===== src/rtl/bist_ora_misr.sv =====
// Output response analyser for the full-adder BIST loop: compacts {carry, sum}
// responses into a Galois MISR over a fixed window and issues a pass/fail verdict.
module bist_ora_misr #(
    parameter int                 SIG_W        = 3,
    parameter int                 NUM_PATTERNS = 7,
    parameter int                 CNT_W        = 3,
    parameter logic [SIG_W-1:0]   SEED         = 3'b000,
    parameter logic [SIG_W-1:0]   GOLDEN_SIG   = 3'b000
) (
    input  logic             clock,
    input  logic             reset,
    input  logic             start,
    input  logic             in_valid,
    input  logic             cut_sum,
    input  logic             cut_carry,
    output logic             busy,
    output logic             done,
    output logic             pass,
    output logic             fail,
    output logic [SIG_W-1:0] signature,
    output logic [CNT_W-1:0] pattern_cnt
);

    typedef enum logic [1:0] {IDLE, RUN, CHECK, DONE} state_t;

    state_t           state, state_n;
    logic [SIG_W-1:0] sig_n;
    logic [CNT_W-1:0] cnt_n, cnt_inc;
    logic             pass_n, fail_n;

    // x^3+x+1 feedback: MSB folds back into bits 0 and 1.
    function automatic logic [SIG_W-1:0] misr_next(input logic [SIG_W-1:0] s,
                                                   input logic [1:0]       d);
        logic [SIG_W-1:0] dd;
        logic [SIG_W-1:0] n;
        logic             fb;
        dd      = '0;
        dd[1:0] = d;
        fb      = s[SIG_W-1];
        n       = '0;
        n[0]    = fb ^ dd[0];
        n[1]    = s[0] ^ fb ^ dd[1];
        for (int i = 2; i < SIG_W; i++) n[i] = s[i-1] ^ dd[i];
        return n;
    endfunction

    assign cnt_inc = pattern_cnt + CNT_W'(1);

    always_comb begin
        state_n = state;
        sig_n   = signature;
        cnt_n   = pattern_cnt;
        pass_n  = pass;
        fail_n  = fail;
        if (start) begin
            // start wins everywhere: clear and open a fresh window
            state_n = RUN;
            sig_n   = SEED;
            cnt_n   = '0;
            pass_n  = 1'b0;
            fail_n  = 1'b0;
        end else begin
            case (state)
                RUN: begin
                    if (in_valid) begin
                        sig_n = misr_next(signature, {cut_carry, cut_sum});
                        cnt_n = cnt_inc;
                        if (cnt_inc == CNT_W'(NUM_PATTERNS)) state_n = CHECK;
                    end
                end
                CHECK: begin
                    state_n = DONE;
                    pass_n  = (signature == GOLDEN_SIG);
                    fail_n  = (signature != GOLDEN_SIG);
                end
                default: ;
            endcase
        end
    end

    always_ff @(posedge clock or negedge reset) begin
        if (!reset) begin
            state       <= IDLE;
            signature   <= SEED;
            pattern_cnt <= '0;
            busy        <= 1'b0;
            done        <= 1'b0;
            pass        <= 1'b0;
            fail        <= 1'b0;
        end else begin
            state       <= state_n;
            signature   <= sig_n;
            pattern_cnt <= cnt_n;
            busy        <= (state_n == RUN) || (state_n == CHECK);
            done        <= (state_n == DONE);
            pass        <= pass_n;
            fail        <= fail_n;
        end
    end

endmodule


===== config.mk =====
export PLATFORM = sky130hd
export DESIGN_NAME = bist_ora_misr
export DESIGN_NICKNAME = d
export VERILOG_FILES = /design/src/rtl/bist_ora_misr.sv
export SDC_FILE = /design/constraint.sdc
export NUM_CORES = 1
export LEC_CHECK = 0
export ABC_AREA = 1
export CAP_MARGIN = 20
export CORE_AREA = 5 5 43 45
export DETAILED_ROUTE_END_ITERATION = 10
export DIE_AREA = 0 0 48 50
export PLACE_DENSITY_LB_ADDON = 0.08
export SYNTH_ARGS = -nofsm -noshare
export SYNTH_HDL_FRONTEND = slang
export SYNTH_SLANG_ARGS = --single-unit

===== constraint.sdc =====
create_clock -name clock -period 1.8 [get_ports clock]
set_input_delay 0.54 -clock clock [delete_from_list [all_inputs] [get_ports clock]]
set_output_delay 0.54 -clock clock [all_outputs]
set_load 0.01 [all_outputs]

Word level (Yosys, flattened, before mapping). Index checks and enable logic that the tools add are counted.

Register bits: 12. Bits in latches: 0. Bits in writable memories: 0. ROM bits: 0. Input port bits: 6. Output and inout port bits: 10. Logic and storage cells: 38. Memories: 0.

Add/sub/neg operators: 1. $mul: 0. Div/mod/pow operators: 0. $lt $le $gt $ge: 0. Eq/ne operators: 6. Shifts and indexed selects: 0. Muxes and demuxes: 14. Bitwise operators: 3. Reductions and logical operators: 7.

Operator list (count): 3-bit two-way mux (6); 2-bit equality test (second input constant) (3); 2-bit two-way mux (3); 2-bit nonzero test (3); 2-bit by 1-bit equality test with 1-bit output (second input constant) (2); 1-bit two-way mux (4); 2-bit one-hot mux with 2 select lines (1); 3-bit by 1-bit adder with 3-bit output (second input constant) (1); 3-bit equality test (second input constant) (1); 3-bit logical NOT (1); 3-bit nonzero test (1); 1-bit XOR (3); 2-bit AND reduction (1); 1-bit logical OR (1).

Longest topological paths before layout. Gate-level depths: netlist of run 1.

Word-level depth: 8. Depth in mapped cells: 10. Gate-level depth less buffers: 10.

Least setup slack after synthesis of run 1. No wires, ideal clock.

Path kind: register to register. Start: register pattern_cnt[0]. End: register busy. Setup time: 126 ps. Data arrival time: 1263 ps. Required time: 1674 ps. Slack: 411 ps. Cell stages (with the launch flop): 11. Path buffers: 0. Clock period less this slack: 1389 ps. Cell sequence: dfrtp_1 -> inv_1 -> ha_1 -> nand2_1 -> inv_1 -> nand3_1 -> nand2_1 -> nand2_1 -> nand2_1 -> nand2_1 -> ha_1.

Longest elaborated chain between the ends: 8. Elaborated cells on any way between the ends: 9. Those cells by class: add/sub: 1; eq/ne: 3; mux: 4; reduce/logical: 1.

Ends and longest elaborated chain: start, declared (line 21) `output logic [CNT_W-1:0] pattern_cnt`; start signal, assigned (line 93) `pattern_cnt <= cnt_n;`; 3-bit by 1-bit adder with 3-bit output * (line 47) `assign cnt_inc = pattern_cnt + CNT_W'(1);`; 3-bit equality test * (line 68) `if (cnt_inc == CNT_W'(NUM_PATTERNS)) state_n = CHECK;`; 2-bit two-way mux * (line 68); 2-bit two-way mux * (line 65) `if (in_valid) begin`; 2-bit one-hot mux with 2 select lines * (line 63) `case (state)`; 2-bit two-way mux * (line 55) `if (start) begin`; net state_n[0] (line 26) `state_t state, state_n;`; 2-bit by 1-bit equality test with 1-bit output / 2-bit equality test (equally long branches) (line 94) `busy <= (state_n == RUN) || (state_n == CHECK);`; 1-bit logical OR * (line 94); end signal, assigned (line 94); end, declared (line 16) `output logic busy,`.

The timed path passes the listed nets; every way through them passes the cells marked *. A chain may end at the register's enable or synchronous reset.

Worst setup path in the final report of run 1.
Start: register pattern_cnt[0]. End: output pattern_cnt[0].

No word-level cell between the ends.

==> results of run 1 <==
==> power by group through the flow <==
stage | combinational [µW] | clock (µW) | sequential [µW]
after floorplan | 60.6 | 0 | 313
after global placement | 131 | 0 | 308
after detailed placement | 132 | 0 | 308
after CTS | 138 | 173 | 302
after global routing | 164 | 184 | 304
final | 143 | 162 | 300
==> registers in the layout, summed over array words and instances, names as in the netlist <==
signal,count
fail,1
signature,3
state,2
pattern_cnt,3
busy,1
pass,1
done,1
==> kinds of logic after synthesis <==
logic type                 after synthesis  share of synthesized area
xor gates and xnor gates                 1                    0.01423
adders and majority gates                5                     0.1016
AOI/OAI and AO/OA                       11                     0.1016
buffers and inverters                   12                    0.07317
DFF                                     12                     0.4878
and+or+nand+nor                         30                     0.2216
==> cells in the mapped netlist, types with 2 or more instances <==
library cell | n | share of area
o21ai_0 | 4 | 0.033
a21oi_1 | 3 | 0.024
ha_1 | 5 | 0.10
nand2_1 | 16 | 0.098
nor2_1 | 2 | 0.012
nand3_1 | 7 | 0.057
inv_1 | 9 | 0.055
inv_2 | 2 | 0.012
dfrtp_1 | 12 | 0.49
==> final cells by class <==
class | count | area, µm²
Clock buffer | 3 | 22.52
Fill cell | 139 | 566.8
Inverter | 12 | 45.04
Multi-Input combinational cell | 47 | 270.3
Sequential cell | 12 | 301.5
Tap cell | 16 | 20.02
Timing Repair Buffer | 22 | 210.2
==> through the flow <==
| stage | setup slack, ps | TNS [ps] | utilization | std cells | power (µW) |
|---|---|---|---|---|---|
| 6_report | 87.53 | 0 | 0.6054 | 112 | 605.4 |
| 2_1_floorplan | 411.0 | 0 | - | 71 | 373.3 |
| 3_5_place_dp | -52.76 | -52.76 | 0.5627 | 105 | 440.2 |
| 5_1_grt | 23.05 | 0 | 0.6054 | 112 | 651.8 |
| 3_3_place_gp | -58.21 | -58.21 | 0.5627 | 105 | 439.1 |
| 4_1_cts | 0.3778 | 0 | 0.5845 | 109 | 612.3 |
==> routing by layer <==
layer	vias up	GRT usage
met4	0	0.05381
met5	-	0
li1	281	-
met2	18	0.1498
met1	229	0.1752
met3	2	0.03273
==> worst min path at each step <==
stage	start	to	cells past startpoint
floorplan	reset	busy$_DFF_PN0_	0
global placement	pass$_DFFE_PN0P_	pass$_DFFE_PN0P_	2
detailed placement	pass$_DFFE_PN0P_	pass$_DFFE_PN0P_	2
CTS	pass$_DFFE_PN0P_	pass$_DFFE_PN0P_	2
global route	reset	pass$_DFFE_PN0P_	2
finish	pass$_DFFE_PN0P_	pass$_DFFE_PN0P_	2
==> timing repair <==
action | 4_1_cts | 5_1_grt
gates resized for setup | 1 | 3
setup buffers | 1 | 3
endpoints found under the setup margin | 2 | 3
==> worst register-to-register path, cell delays in order, from the launching register on <==
cell and delay (ps):
dfrtp_1 410, buf_4 140, ha_1 180, nand2_1 90, nand3_1 80, nand2_1 60
nand2_1 50, nand2_1 50, nand2_1 60, ha_1 290
==> impl_metrics.json, run 1 <==
{
  "dieArea_um2": 2400,
  "cts_htree_levels": 1,
  "core-area_um2": 1436,
  "intPower_uw": 436.4,
  "die_x_um": 48,
  "routed.top_layer": "met4",
  "grt_overflow": 0,
  "cp.buffers_inverters": 1,
  "dp_hpwl_um": 914,
  "met2_length_um": 538,
  "clkSinkCount": 12,
  "row_count": 14,
  "io_buffer_count": 15,
  "crit_path_end_kind": "output pin",
  "die_y_um": 50,
  "cp-endpoint": "pattern_cnt[0]",
  "holdWs_ps": 519.6,
  "cpLargestDelayFamily": "buffers and inverters",
  "cpPeakStageDelay_ps": 540,
  "path_clk_slew_ps": 70,
  "cp.arrival_ps": 1170,
  "fin_skew_ps": 4.345,
  "cp_slowest_cell": "clkdlybuf4s50_1",
  "setup_viol": 0,
  "gp_congestion": 0.7695,
  "grt_first_pass_wirelength_mm": 1.994,
  "drc": 0,
  "p_comb_frac": 0.237,
  "grt_use_total": 0.1168,
  "worst-path-max-fanout": 3,
  "crit_cells": 1,
  "cts-root-buf": "clkbuf_4",
  "r2r-end": "busy$_DFF_PN0_",
  "powerDensity_nw_per_um2": 696.1,
  "synth_seq_cells": 12,
  "slew_headroom": 0.8393,
  "viasPerCell": 4.732,
  "critPathLaunchType": "flop",
  "wl_met1_um": 582,
  "clock.fmax_ghz": 0.5840,
  "yosysUniqueCellTypes": 20,
  "synth.yosys.seq_area_share": 0.4878,
  "cts_buffer_depth": 2,
  "ir_drop_v": 0.0003610,
  "place_area_um2": 808.3,
  "grt_setup_unrepaired": "false",
  "hold_violations": 0,
  "grt_max_degree": 13,
  "initial_core_util": 0.4286,
  "worstPathCellList": "clkdlybuf4s50_1",
  "pwr-share-seq": 0.495,
  "cts_inserted_buffers": 3,
  "swShare": 0.2790,
  "syn_inst": 71,
  "syn_nets": 82,
  "wl_mm": 1.217,
  "cts_tree": "done",
  "finalCritPeriodShare": 0.9514,
  "fin_area_um2": 869.6,
  "r2r_cells": 9,
  "yosys_warnings": 0,
  "p_clk_frac": 0.268,
  "clk_latency_ps": 270,
  "r2r_start": "pattern_cnt[1]$_DFFE_PN0P_",
  "cp-startpoint": "pattern_cnt[0]$_DFFE_PN0P_",
  "worstSetupPathType": "reg -> out",
  "tightest_slew_ps": 239.2,
  "layout_commonest_cell": "nand2_1",
  "status": "finished, final reports clean",
  "drv_slew": 0,
  "final_cell_mix": "nand2_1, clkdlybuf4s50_1, dfrtp_1",
  "dr_wl_met3_um": 87,
  "leakagePower_uw": 0.0004681,
  "p_switching_uw": 168.9,
  "diodes": 0,
  "ant_nets": 0,
  "ys.flop_type": "dfrtp_1",
  "drive_above_1_share": 0.1667,
  "hold_class": "reg -> reg",
  "antenna_found_initial": 0,
  "fin_crit_ps": 1712,
  "synth_area_per_cell_um2": 8.670,
  "area_delta_synth_final_pct": 41.26,
  "first_pass_iters": 4,
  "syn_area_um2": 615.6,
  "r2r_slack_ps": 260,
  "first_global_vias": 455,
  "maxCapViolCount": 0,
  "wire_per_inst_um": 10.87,
  "io_pins": 16,
  "synth-edff-count": 0,
  "holdBufCountCts": 0,
  "crit_required_ps": 1260,
  "num_vias": 530,
  "first_iter_violations": 10,
  "ys_async_sr_fraction": 1.000,
  "layout.nets": 109
}
(Power assumes the default switching activity.)
==> inputs of run 2 (changes only) <==
Settings changed: CORE_AREA 5 5 43 45 to 4 4 42 44, DIE_AREA 0 0 48 50 to 0 0 46 48.
==> run 2 against run 1 <==
First-iteration DRC count is 10% lower. Sequential share of layout area is 0.92 points higher. Die area is 8.0% lower. Critical endpoint is now pattern_cnt[2]. Largest cell class unchanged.
==> impl_metrics.json, run 2 (same netlist as run 1, synthesis figures left out) <==
{
  "status": "finished, final reports clean",
  "cts-root-buf": "clkbuf_4",
  "area_delta_synth_final_pct": 37.60,
  "setup_viol": 0,
  "clock.fmax_ghz": 0.5762,
  "drc": 0,
  "grt_max_degree": 13,
  "gp_congestion": 0.7421,
  "first_iter_violations": 9,
  "cts_htree_levels": 1,
  "p_clk_frac": 0.268,
  "ff_latch_area_um2": 301.5,
  "p_comb_frac": 0.228,
  "cp.arrival_ps": 1200,
  "dieArea_um2": 2208,
  "hold_class": "reg -> reg",
  "setup_slack_ps": 64.53,
  "viasPerCell": 4.844,
  "critPathLaunchType": "flop",
  "antenna_found_initial": 0,
  "multi_input_area_um2": 270.3,
  "cpLargestDelayFamily": "buffers and inverters",
  "io_pins": 16,
  "layout.nets": 106,
  "ant_nets": 0,
  "fin_crit_ps": 1735,
  "slew_headroom": 0.8425,
  "wire_per_inst_um": 11.73,
  "cts_inserted_buffers": 3,
  "reg.largest.list": "pattern_cnt x3, signature x3, state x2",
  "core-area_um2": 1436,
  "tightest_slew_ps": 234.5,
  "clk_latency_ps": 270,
  "die_y_um": 48,
  "cp_slowest_cell": "clkdlybuf4s50_1",
  "wl_mm": 1.279,
  "maxCapViolCount": 0,
  "cp.buffers_inverters": 1,
  "grt_overflow": 0,
  "cpPeakStageDelay_ps": 550,
  "final_util": 0.5897,
  "drv_slew": 0,
  "clkSinkCount": 12,
  "num_vias": 528,
  "powerDensity_nw_per_um2": 704.5,
  "leakagePower_uw": 0.0004521,
  "fin_total_pwr_uw": 596.8,
  "cts_buffer_depth": 2,
  "first_pass_iters": 4,
  "fin_area_um2": 847.1,
  "fin_skew_ps": 5.075,
  "crit_required_ps": 1260,
  "path_clk_slew_ps": 70,
  "die_x_um": 46,
  "place_area_um2": 808.3,
  "pre_cts_slack_ps": -51.60,
  "layout_commonest_cell": "nand2_1",
  "swShare": 0.2798,
  "dp_hpwl_um": 966,
  "intPower_uw": 429.8,
  "holdBufCountCts": 0,
  "initial_core_util": 0.4286,
  "row_count": 14,
  "pwr-share-seq": 0.504,
  "io_buffer_count": 15,
  "worst-path-max-fanout": 3,
  "cts_tree": "done",
  "fin_cells": 109,
  "worstPathCellList": "clkdlybuf4s50_1",
  "ir_drop_v": 0.0003947,
  "n_fill_cell": 134,
  "worstSetupPathType": "reg -> out",
  "grt_use_total": 0.1345,
  "hold_violations": 0,
  "diodes": 0,
  "grt_first_pass_wirelength_mm": 2.014,
  "grt_setup_unrepaired": "false",
  "crit_path_end_kind": "output pin",
  "p_switching_uw": 167.0,
  "dp.cells": 105,
  "first_global_vias": 474,
  "drive_above_1_share": 0.1398,
  "final_cell_mix": "nand2_1, clkdlybuf4s50_1, dfrtp_1",
  "finalCritPeriodShare": 0.9641
}
[run 2: cell types whose count changed in the layout (fill, tap and decap cells not counted)]
cell,before,now
buf_4,7,4
[run 2: worst paths after layout]
path	startpoint	end	slack [ps]	depth (start not counted)
max in group asynchronous	reset	signature[2]$_DFFE_PN0P_	1060	2
max reg2reg	state[0]$_DFF_PN0_	busy$_DFF_PN0_	280	6
max	pattern_cnt[2]$_DFFE_PN0P_	pattern_cnt[2]	60	1
min reg2reg	signature[1]$_DFFE_PN0P_	signature[2]$_DFFE_PN0P_	540	2
min	signature[1]$_DFFE_PN0P_	signature[2]$_DFFE_PN0P_	540	2
min in group asynchronous	reset	pattern_cnt[1]$_DFFE_PN0P_	570	2
[run 2: final cells by class]
type | count | area share
multi-input combinational | 47 | 0.3191
sequential | 12 | 0.3560
inverter | 12 | 0.05318
tap | 16 | 0.02363
clock buffer | 3 | 0.02659
timing repair buffer | 19 | 0.2216
[run 2: repair_timing]
| action | in CTS | in global routing |
|---|---|---|
| hold endpoints to repair | 0 | 0 |
| gates resized for setup | 1 | 3 |
| pin swaps | 0 | 0 |
| setup endpoints to repair | 1 | 4 |
| setup buffers | 0 | 1 |
[run 2: power groups by stage]
stage                     clock [µW]  combinational, µW  sequential (µW)
after floorplan                    0               60.6              313
after global placement             0                131              308
after detailed placement           0                133              308
after CTS                        171                134              303
after global routing             181                155              303
final                            160                136              301
[run 2: per-layer routing]
layer | part of all wire | GRT usage | up-vias
li1 | - | - | 276
met1 | 0.46 | 0.1636 | 234
met2 | 0.45 | 0.1978 | 13
met3 | 0.061 | 0.05263 | 5
met4 | 0.028 | 0.08523 | 0
met5 | 0 | 0 | -
[run 2: through the flow]
step	hold slack (ps)	setup TNS, ps
final	537.2	0
after floorplan	244.4	0
after detailed placement	521.2	-51.60
after global routing	553.8	0
after CTS	542.9	0
after global placement	511.3	-55.57
